## src/rtl/pipe_pkg.sv

```systemverilog
// pipe_pkg: shared definitions for the 5-stage core hazard controller.
//   - mem_state_e   : data-memory wait FSM states
//   - FWD_*         : EX-stage operand forward selects
//   - RESULT_LOAD   : ResultSrcE encoding of a load
//   - reg_hit()     : "source register is nonzero and matches this dest"
package pipe_pkg;

    localparam int REG_W  = 5;
    localparam int WAIT_W = 16;   // holds any MEM_TIMEOUT up to 65535

    typedef logic [REG_W-1:0] reg_idx_t;

    typedef enum logic [1:0] {
        M_IDLE  = 2'd0,
        M_WAIT  = 2'd1,
        M_FAULT = 2'd2
    } mem_state_e;

    localparam logic [1:0] FWD_REG = 2'b00;
    localparam logic [1:0] FWD_MEM = 2'b10;
    localparam logic [1:0] FWD_WB  = 2'b01;

    localparam logic [1:0] RESULT_LOAD = 2'b01;

    // x0 is hardwired to zero, so it never produces a dependency.
    function automatic logic reg_hit(input reg_idx_t src, input reg_idx_t dst);
        return (src != '0) && (src == dst);
    endfunction

endpackage

```

## src/rtl/fwd_sel.sv

```systemverilog
// fwd_sel: combinational forward select for one EX-stage operand.
// Ports:
//   rsE_i        source register of the operand in EX
//   rdM_i/rdW_i  destination registers in MEM / WB
//   regWriteM_i/regWriteW_i  write enables in MEM / WB
//   fwd_o        FWD_MEM (10), FWD_WB (01) or FWD_REG (00)
module fwd_sel
    import pipe_pkg::*;
(
    input  logic [REG_W-1:0] rsE_i,
    input  logic [REG_W-1:0] rdM_i,
    input  logic [REG_W-1:0] rdW_i,
    input  logic             regWriteM_i,
    input  logic             regWriteW_i,
    output logic [1:0]       fwd_o
);

    // MEM holds the younger result, so it wins over WB.
    always_comb begin
        fwd_o = FWD_REG;
        if (regWriteM_i && reg_hit(rsE_i, rdM_i)) begin
            fwd_o = FWD_MEM;
        end else if (regWriteW_i && reg_hit(rsE_i, rdW_i)) begin
            fwd_o = FWD_WB;
        end
    end

endmodule

```

## src/rtl/hazard_ctrl.sv

```systemverilog
// hazard_ctrl: pipeline hazard controller for the 5-stage core.
// Drives stall/flush enables of the pipeline registers, the EX forward
// selects, sequences multi-cycle data-memory accesses (with a sticky
// timeout fault) and counts stalled fetch cycles.
// Ports:
//   CLK, RST_N                 clock, async active-low reset
//   rs1D, rs2D                 ID source registers
//   rs1E, rs2E, rdE, ResultSrcE, PCSrcE   EX instruction info
//   rdM, rdW, regWriteM, regWriteW        MEM/WB writeback info
//   memReqM, memReadyM         data-memory request / completion in MEM
//   StallF/D/E/M, FlushD/E/W   pipeline register controls
//   ForwardAE, ForwardBE       EX operand forward selects
//   memFault                   sticky memory-timeout fault
//   stallCount                 saturating count of StallF cycles
module hazard_ctrl
    import pipe_pkg::*;
#(
    parameter int MEM_TIMEOUT = 255,
    parameter int CNT_W       = 16
) (
    input  logic             CLK,
    input  logic             RST_N,
    input  logic [4:0]       rs1D,
    input  logic [4:0]       rs2D,
    input  logic [4:0]       rs1E,
    input  logic [4:0]       rs2E,
    input  logic [4:0]       rdE,
    input  logic [1:0]       ResultSrcE,
    input  logic             PCSrcE,
    input  logic [4:0]       rdM,
    input  logic [4:0]       rdW,
    input  logic             regWriteM,
    input  logic             regWriteW,
    input  logic             memReqM,
    input  logic             memReadyM,
    output logic             StallF,
    output logic             StallD,
    output logic             StallE,
    output logic             StallM,
    output logic             FlushD,
    output logic             FlushE,
    output logic             FlushW,
    output logic [1:0]       ForwardAE,
    output logic [1:0]       ForwardBE,
    output logic             memFault,
    output logic [CNT_W-1:0] stallCount
);

    localparam logic [WAIT_W-1:0] TIMEOUT_V = WAIT_W'(MEM_TIMEOUT);

    mem_state_e        state_q, state_d;
    logic [WAIT_W-1:0] wait_cnt_q, wait_cnt_d;
    logic [CNT_W-1:0]  stall_cnt_q, stall_cnt_d;

    logic lw_stall;
    logic mem_stall;

    // ---------------- forwarding ----------------
    fwd_sel u_fwd_a (
        .rsE_i       (rs1E),
        .rdM_i       (rdM),
        .rdW_i       (rdW),
        .regWriteM_i (regWriteM),
        .regWriteW_i (regWriteW),
        .fwd_o       (ForwardAE)
    );

    fwd_sel u_fwd_b (
        .rsE_i       (rs2E),
        .rdM_i       (rdM),
        .rdW_i       (rdW),
        .regWriteM_i (regWriteM),
        .regWriteW_i (regWriteW),
        .fwd_o       (ForwardBE)
    );

    // ---------------- load-use ----------------
    assign lw_stall = (ResultSrcE == RESULT_LOAD) && (rdE != '0) &&
                      ((rdE == rs1D) || (rdE == rs2D));

    // ---------------- memory wait FSM ----------------
    always_ff @(posedge CLK or negedge RST_N) begin
        if (!RST_N) begin
            state_q    <= M_IDLE;
            wait_cnt_q <= '0;
        end else begin
            state_q    <= state_d;
            wait_cnt_q <= wait_cnt_d;
        end
    end

    always_comb begin
        state_d    = state_q;
        wait_cnt_d = wait_cnt_q;
        case (state_q)
            M_IDLE: begin
                if (memReqM && !memReadyM) begin
                    state_d    = M_WAIT;
                    wait_cnt_d = WAIT_W'(1);
                end
            end
            M_WAIT: begin
                // A late ready still wins over the timeout check.
                if (memReadyM) begin
                    state_d = M_IDLE;
                end else if (wait_cnt_q == TIMEOUT_V) begin
                    state_d = M_FAULT;
                end else begin
                    wait_cnt_d = wait_cnt_q + WAIT_W'(1);
                end
            end
            M_FAULT: begin
                state_d = M_FAULT;
            end
            default: begin
                state_d = M_IDLE;
            end
        endcase
    end

    // Stall in the request cycle itself and every WAIT cycle until ready;
    // the ready cycle lets MEM/WB capture the data.
    assign mem_stall = ((state_q == M_IDLE) && memReqM && !memReadyM) ||
                       ((state_q == M_WAIT) && !memReadyM) ||
                       (state_q == M_FAULT);

    assign memFault = (state_q == M_FAULT);

    // ---------------- stall / flush outputs ----------------
    // Held low while reset is asserted so the pipeline is not frozen by
    // stale memory/request inputs during reset.
    always_comb begin
        StallF = 1'b0;
        StallD = 1'b0;
        StallE = 1'b0;
        StallM = 1'b0;
        FlushD = 1'b0;
        FlushE = 1'b0;
        FlushW = 1'b0;
        if (RST_N) begin
            if (mem_stall) begin
                // Whole pipe frozen; WB gets a bubble since MEM has no data.
                StallF = 1'b1;
                StallD = 1'b1;
                StallE = 1'b1;
                StallM = 1'b1;
                FlushW = 1'b1;
            end else begin
                StallF = lw_stall;
                StallD = lw_stall;
                FlushD = PCSrcE;
                FlushE = lw_stall || PCSrcE;
            end
        end
    end

    // ---------------- stall-cycle counter ----------------
    always_comb begin
        stall_cnt_d = stall_cnt_q;
        if (StallF && (stall_cnt_q != '1)) begin
            stall_cnt_d = stall_cnt_q + CNT_W'(1);
        end
    end

    always_ff @(posedge CLK or negedge RST_N) begin
        if (!RST_N) begin
            stall_cnt_q <= '0;
        end else begin
            stall_cnt_q <= stall_cnt_d;
        end
    end

    assign stallCount = stall_cnt_q;

endmodule
```

## config.mk

```make
export PLATFORM = sky130hd
export DESIGN_NAME = hazard_ctrl
export DESIGN_NICKNAME = d
export VERILOG_FILES = /design/src/rtl/pipe_pkg.sv /design/src/rtl/fwd_sel.sv /design/src/rtl/hazard_ctrl.sv
export SDC_FILE = /design/constraint.sdc
export NUM_CORES = 1
export LEC_CHECK = 0
export ABC_AREA = 1
export BUFFER_PORTS_ARGS = -buffer_cell sky130_fd_sc_hd__buf_4
export CORE_MARGIN = 3
export CORE_UTILIZATION = 55
export CTS_BUF_LIST = sky130_fd_sc_hd__clkbuf_16
export DETAILED_ROUTE_END_ITERATION = 8
export PLACE_DENSITY = 0.83
export SKIP_CTS_REPAIR_TIMING = 1
export SYNTH_ARGS = -nofsm -noshare
export SYNTH_HDL_FRONTEND = slang
export SYNTH_SLANG_ARGS = --single-unit
```

## constraint.sdc

```tcl
create_clock -name CLK -period 4.3 [get_ports CLK]
set_input_delay 0 -clock CLK [delete_from_list [all_inputs] [get_ports CLK]]
set_output_delay 0 -clock CLK [all_outputs]
set_load 0.1 [all_outputs]
```

==> Word level (Yosys, flattened, before mapping) <==
Index checks and enable logic that the tools add are counted.
{ "word_totals": {"ff_bits": 34, "latch_bits": 0, "ramBits": 0, "mem_bits_ro": 0, "input_bits": 44, "out_inout_bits": 28, "elab_cells": 67, "n_memories": 0} }
{ "classes": {"add_sub_neg": 2, "multipliers": 0, "div_mod_pow": 0, "magnitude_cmp": 0, "eq_ne": 15, "n_shift": 0, "muxes": 20, "n_bitwise": 0, "reduce_logical": 27} }
{ "ops": {"columns": ["operator", "count"], "rows": [
  ["two-way mux 16 bit", 3],
  ["adder 16 x 1 -> 16 bit (second input constant)", 2],
  ["one-hot mux 16 bit (2 select lines)", 1],
  ["equality test 5 bit", 6],
  ["equality test 16 x 8 -> 1 bit (second input constant)", 1],
  ["!= test 16 bit (second input constant)", 1],
  ["logical AND 1 bit", 15],
  ["nonzero test 5 bit", 3],
  ["two-way mux 1 bit", 10],
  ["two-way mux 2 bit", 5],
  ["!= test 2 bit (second input constant)", 3],
  ["one-hot mux 2 bit (3 select lines)", 1],
  ["equality test 2 x 1 -> 1 bit (second input constant)", 2],
  ["logical OR 1 bit", 4],
  ["AND reduction 4 bit", 1],
  ["!= test 3 bit (second input constant)", 1],
  ["equality test 2 bit (second input constant)", 1],
  ["zero test 2 bit", 1],
  ["AND reduction 2 bit", 1],
  ["nonzero test 2 bit", 1],
  ["zero test 1 bit", 1]
]} }

==> Logic depth before layout (Yosys ltp) <==
{ "logic_depth": {"ltp_word": 8, "depth_mapped": 12, "ltp_nobuf": 11} }

==> Cells and area by module <==
A second synthesis with hierarchy kept.
{ "unflattened": {"hier_cells": 470, "hier_area_um2": 2810.2} }
{ "modules_own_cells": {"columns": ["mod", "instances", "cells_each", "area_per_inst_um2", "seq_area_each_um2"], "rows": [
  ["hazard_ctrl", 1, 348, 2334.7, 850.8],
  ["fwd_sel", 2, 61, 237.7, 0.0]
]} }

==> Worst setup path after synthesis <==
OpenSTA, ideal clock, no wires.
{ "synth_timing": {"path_type": "in2out", "start": "in rdM[4]", "end": "out ForwardAE[0]", "arrival_ns": 3.686, "required_ns": 4.300, "slack_ns": 0.614, "stages": 5, "n_path_buf": 0, "path_cell_list": "xor2_1 > nor2_1 > o2111ai_1 > nor3_1 > nor2_1"} }
{ "synth_via": {"elab_chain_len": 4} }
{ "synth_lines": {"columns": ["item", "line", "rtl"], "rows": [
  ["from (decl)", "hazard_ctrl.sv:30", "input logic [4:0] rdM,"],
  ["equality test 5 bit", "pipe_pkg.sv:27", "return (src != '0) && (src == dst);"],
  ["logical AND 1 bit", "pipe_pkg.sv:27", null],
  ["logical AND 1 bit", "fwd_sel.sv:21", "if (regWriteM_i && reg_hit(rsE_i, rdM_i)) begin"],
  ["two-way mux 2 bit", "fwd_sel.sv:21", null],
  ["to (decl)", "hazard_ctrl.sv:43", "output logic [1:0] ForwardAE,"]
]} }
No other way between the ends.

==> Final worst setup path <==
{ "layout_timing": {"start": "reg state_q[0]", "end": "out StallF"} }
{ "layout_via": {"elab_chain_len": 7, "word_cells_on_any_way": 10, "classes_between": "eq/ne: 2; mux: 2; reduce/logical: 6"} }
{ "layout_lines": {"columns": ["item", "line", "rtl"], "rows": [
  ["from (decl)", "hazard_ctrl.sv:51", "mem_state_e state_q, state_d;"],
  ["from (signal assigned)", "hazard_ctrl.sv:87", "state_q <= state_d;"],
  ["zero test 2 bit", "hazard_ctrl.sv:123", "assign mem_stall = ((state_q == M_IDLE) && memReqM && !memReadyM) ||"],
  ["logical AND 1 bit (2 in series)", "hazard_ctrl.sv:123", null],
  ["logical OR 1 bit", "hazard_ctrl.sv:123", null],
  ["logical OR 1 bit *", "hazard_ctrl.sv:124", "((state_q == M_WAIT) && !memReadyM) ||"],
  ["two-way mux 1 bit *", "hazard_ctrl.sv:141", "if (mem_stall) begin"],
  ["two-way mux 1 bit *", "hazard_ctrl.sv:140", "if (RST_N) begin"],
  ["to (decl)", "hazard_ctrl.sv:36", "output logic StallF,"]
]} }
Every way passes the cells marked *; elsewhere a longest branch is shown, timed or not.

==> results.json <==
{
  "routed_via_density": 5.27,
  "ios": 72,
  "start_kind": "register",
  "die_height_um": 76.1,
  "drc": 0,
  "synth_compound_area_frac": 0.0579,
  "wl_per_cell_um": 12.7,
  "hold_viol_final": 0,
  "yosys_warnings": 0,
  "path_cells": "nor2_1, nor3_2, or2_2, nand2_1, nand2_1, buf_4",
  "core_area_mm2": 0.00453,
  "vias": 2889,
  "ant_nets": 0,
  "num_rows": 24,
  "slew_headroom": 0.467,
  "hold-worst-slack_ps": 35.8,
  "ys_ff_latch": 34,
  "worst_slew_pin_slew_ps": 798,
  "grt_start_max_net_pins": 38,
  "muxShareOfSynthArea": 0,
  "drive_gt1_frac": 0.197,
  "setup_viol": 0,
  "rsz0062_at_grt": "false",
  "nets": 528,
  "post_synth_xor_area_fraction": 0.0778,
  "critPathKind": "register to output port",
  "dr.pass1.iters": 4,
  "rr_endpoint": "stallCount[0]",
  "grt_overflow": 0,
  "synthesis.nets": 457,
  "crit_required_ps": 4300,
  "drt_iter0_markers": 138,
  "yosysUniqueCellTypes": 35,
  "ir_drop_mv": 0.292,
  "start_util": 0.596,
  "cts_tree": "built",
  "drt-total-wl_um": 6970,
  "crit_path_max_fanout": 23,
  "drv_slew": 0,
  "placed_cell_area_mm2": 0.00326,
  "post-route-min-period_ps": 2310,
  "clockRootBuffer": "clkbuf_16",
  "synth-simple-area-share": 0.432,
  "powerDensity_mw_per_mm2": 403,
  "synth_top_family_by_area": "simple AND/OR/NAND/NOR gates",
  "period_share": 0.537,
  "grt_pass1_vias": 2705,
  "htree_levels": 2,
  "fin_area_mm2": 0.00340,
  "critical-path-slowest-cell": "nand2_1",
  "status": "finished, final reports clean",
  "fin_skew_ps": 5.79,
  "hp-class": "input port to register",
  "synth_edf_count": 0,
  "slowest_delay_ps": 610,
  "antenna_found_initial": 0,
  "wl_met2_um": 3250,
  "dr_wl_met3_um": 615,
  "grt.total_usage": 0.248,
  "hp-start": "memReadyM",
  "cp-end-kind": "output port",
  "cts.sinks": 34,
  "clkTransAtPathRegs_ps": 50,
  "synth_ff_type": "dfrtp_1",
  "r2r-start": "state_q[0]",
  "placed_cells": 539,
  "n_antenna_cell": 0,
  "hpwl_um": 5270,
  "netlist_instances": 411,
  "reg2regPathDepth": 8,
  "seq_area_frac_synth": 0.315,
  "die_x_um": 76.1,
  "clk_latency_ps": 280,
  "crit_arrival_ps": 2310,
  "setup-tns-final_ps": 0,
  "grt_pass1_wl_um": 12100,
  "top_layer": "met4",
  "cts_inserted_buffers": 5,
  "wl_met1_um": 3060,
  "fmax_mhz": 433,
  "area_growth_pct": 26.0,
  "fin_cells": 548,
  "crit_top_cell": "nand2_1",
  "cts_buffer_depth": 2,
  "hold_end": "state_q[1]",
  "gp_congestion": 0.865,
  "synth_fa_ha_area_frac": 0.00926,
  "reg2reg_setup_slack_ps": 2180,
  "die-area_mm2": 0.00579,
  "holdPathStages": 3,
  "synth_area_mm2": 0.00270,
  "cap_violations": 0,
  "p_leak_nw": 1.80,
  "syn_avg_cell_area_um2": 6.57,
  "io_buffers": 71,
  "ys_async_sr_fraction": 1.00
}
[metrics by stage]
stage | total power [W] | setup WS [ps] | utilization
after floorplan | 0.000900 | 614 | -
after global placement | 0.00103 | 2230 | 0.718
after detailed placement | 0.00104 | 2180 | 0.718
after CTS | 0.00138 | 2000 | 0.748
after global routing | 0.00144 | 1770 | 0.751
final | 0.00137 | 1990 | 0.751
[power by group]
group          switching [W]  internal (W)  leakage (nW)
combinational       0.000485      0.000146          1.26
sequential         0.0000454      0.000357         0.465
clock               0.000128      0.000209        0.0724
[layout by cell type (no fill, tap or decap), types with 3 or more instances in the layout]
cell	n
nand2_1	122
buf_4	71
inv_1	56
nand3_1	43
nor2_1	43
dfrtp_1	34
nand4_1	16
xor2_1	15
nor3_1	14
o21ai_0	11
xnor2_1	9
o21ai_1	7
clkbuf_16	5
inv_2	4
a21oi_1	3
[area by class of cell]
type	count	area [µm²]
fillers	349	1130
multi-input cells	308	1560
clock inverters	3	12.5
inverters	61	231
well taps	65	81.3
clock buffers	5	125
repair buffers	72	543
flip-flops and latches	34	851
[logic make-up after synthesis]
| family | count (synthesis) |
|---|---|
| AO/OA/AOI/OAI | 28 |
| XOR/XNOR | 24 |
| adder cells (fa/ha/maj) | 2 |
| buffers and inverters | 69 |
| flip-flops | 34 |
| AND/OR/NAND/NOR | 254 |
[registers in the layout, summed over array words and instances (netlist names)]
register,count
stallCount,16
state_q,2
wait_cnt_q,16
[layer usage]
layer	vias to the layer above	global-route usage
li1	1452	-
met1	1291	0.319
met2	140	0.422
met3	6	0.0686
met4	0	0.0471
met5	-	0
[worst max-delay path: cells and delay by family, from the launching register on]
kind | cells | cell delay, ps
buf+inv | 1 | 420
flops | 1 | 440
simple gates | 5 | 1160
[cells in the mapped netlist, types with 2 or more instances]
cell type | n | area (µm²)
nor3_2 | 2 | 20.0
a21oi_1 | 3 | 15.0
inv_2 | 4 | 15.0
nand2_4 | 2 | 22.5
nand4_1 | 16 | 100
buf_6 | 2 | 22.5
nand2_2 | 2 | 12.5
o21ai_0 | 11 | 55.1
nor2_1 | 43 | 161
xor2_1 | 15 | 131
nand3_1 | 43 | 215
nand2_1 | 122 | 458
buf_2 | 3 | 15.0
nor4_1 | 2 | 12.5
o22ai_1 | 2 | 12.5
xnor2_1 | 9 | 78.8
dfrtp_1 | 34 | 851
ha_1 | 2 | 25.0
nor2_8 | 2 | 40.0
inv_1 | 55 | 206
nor3_1 | 14 | 70.1
or2_2 | 2 | 12.5
o21ai_1 | 7 | 35.0
buf_4 | 3 | 22.5
[how the worst max path moves through the flow]
stage	slack [ps]	depth (start not counted)	end	start
global placement	2230	8	stallCount[15]	state_q[0]
CTS	2000	6	StallF	state_q[0]
finish	1990	6	StallF	state_q[0]
global route	1770	6	StallF	state_q[0]
detailed placement	2180	8	stallCount[0]	state_q[0]
floorplan	610	5	ForwardAE[0]	rdM[4]
Power figures use the tool's default switching activity.
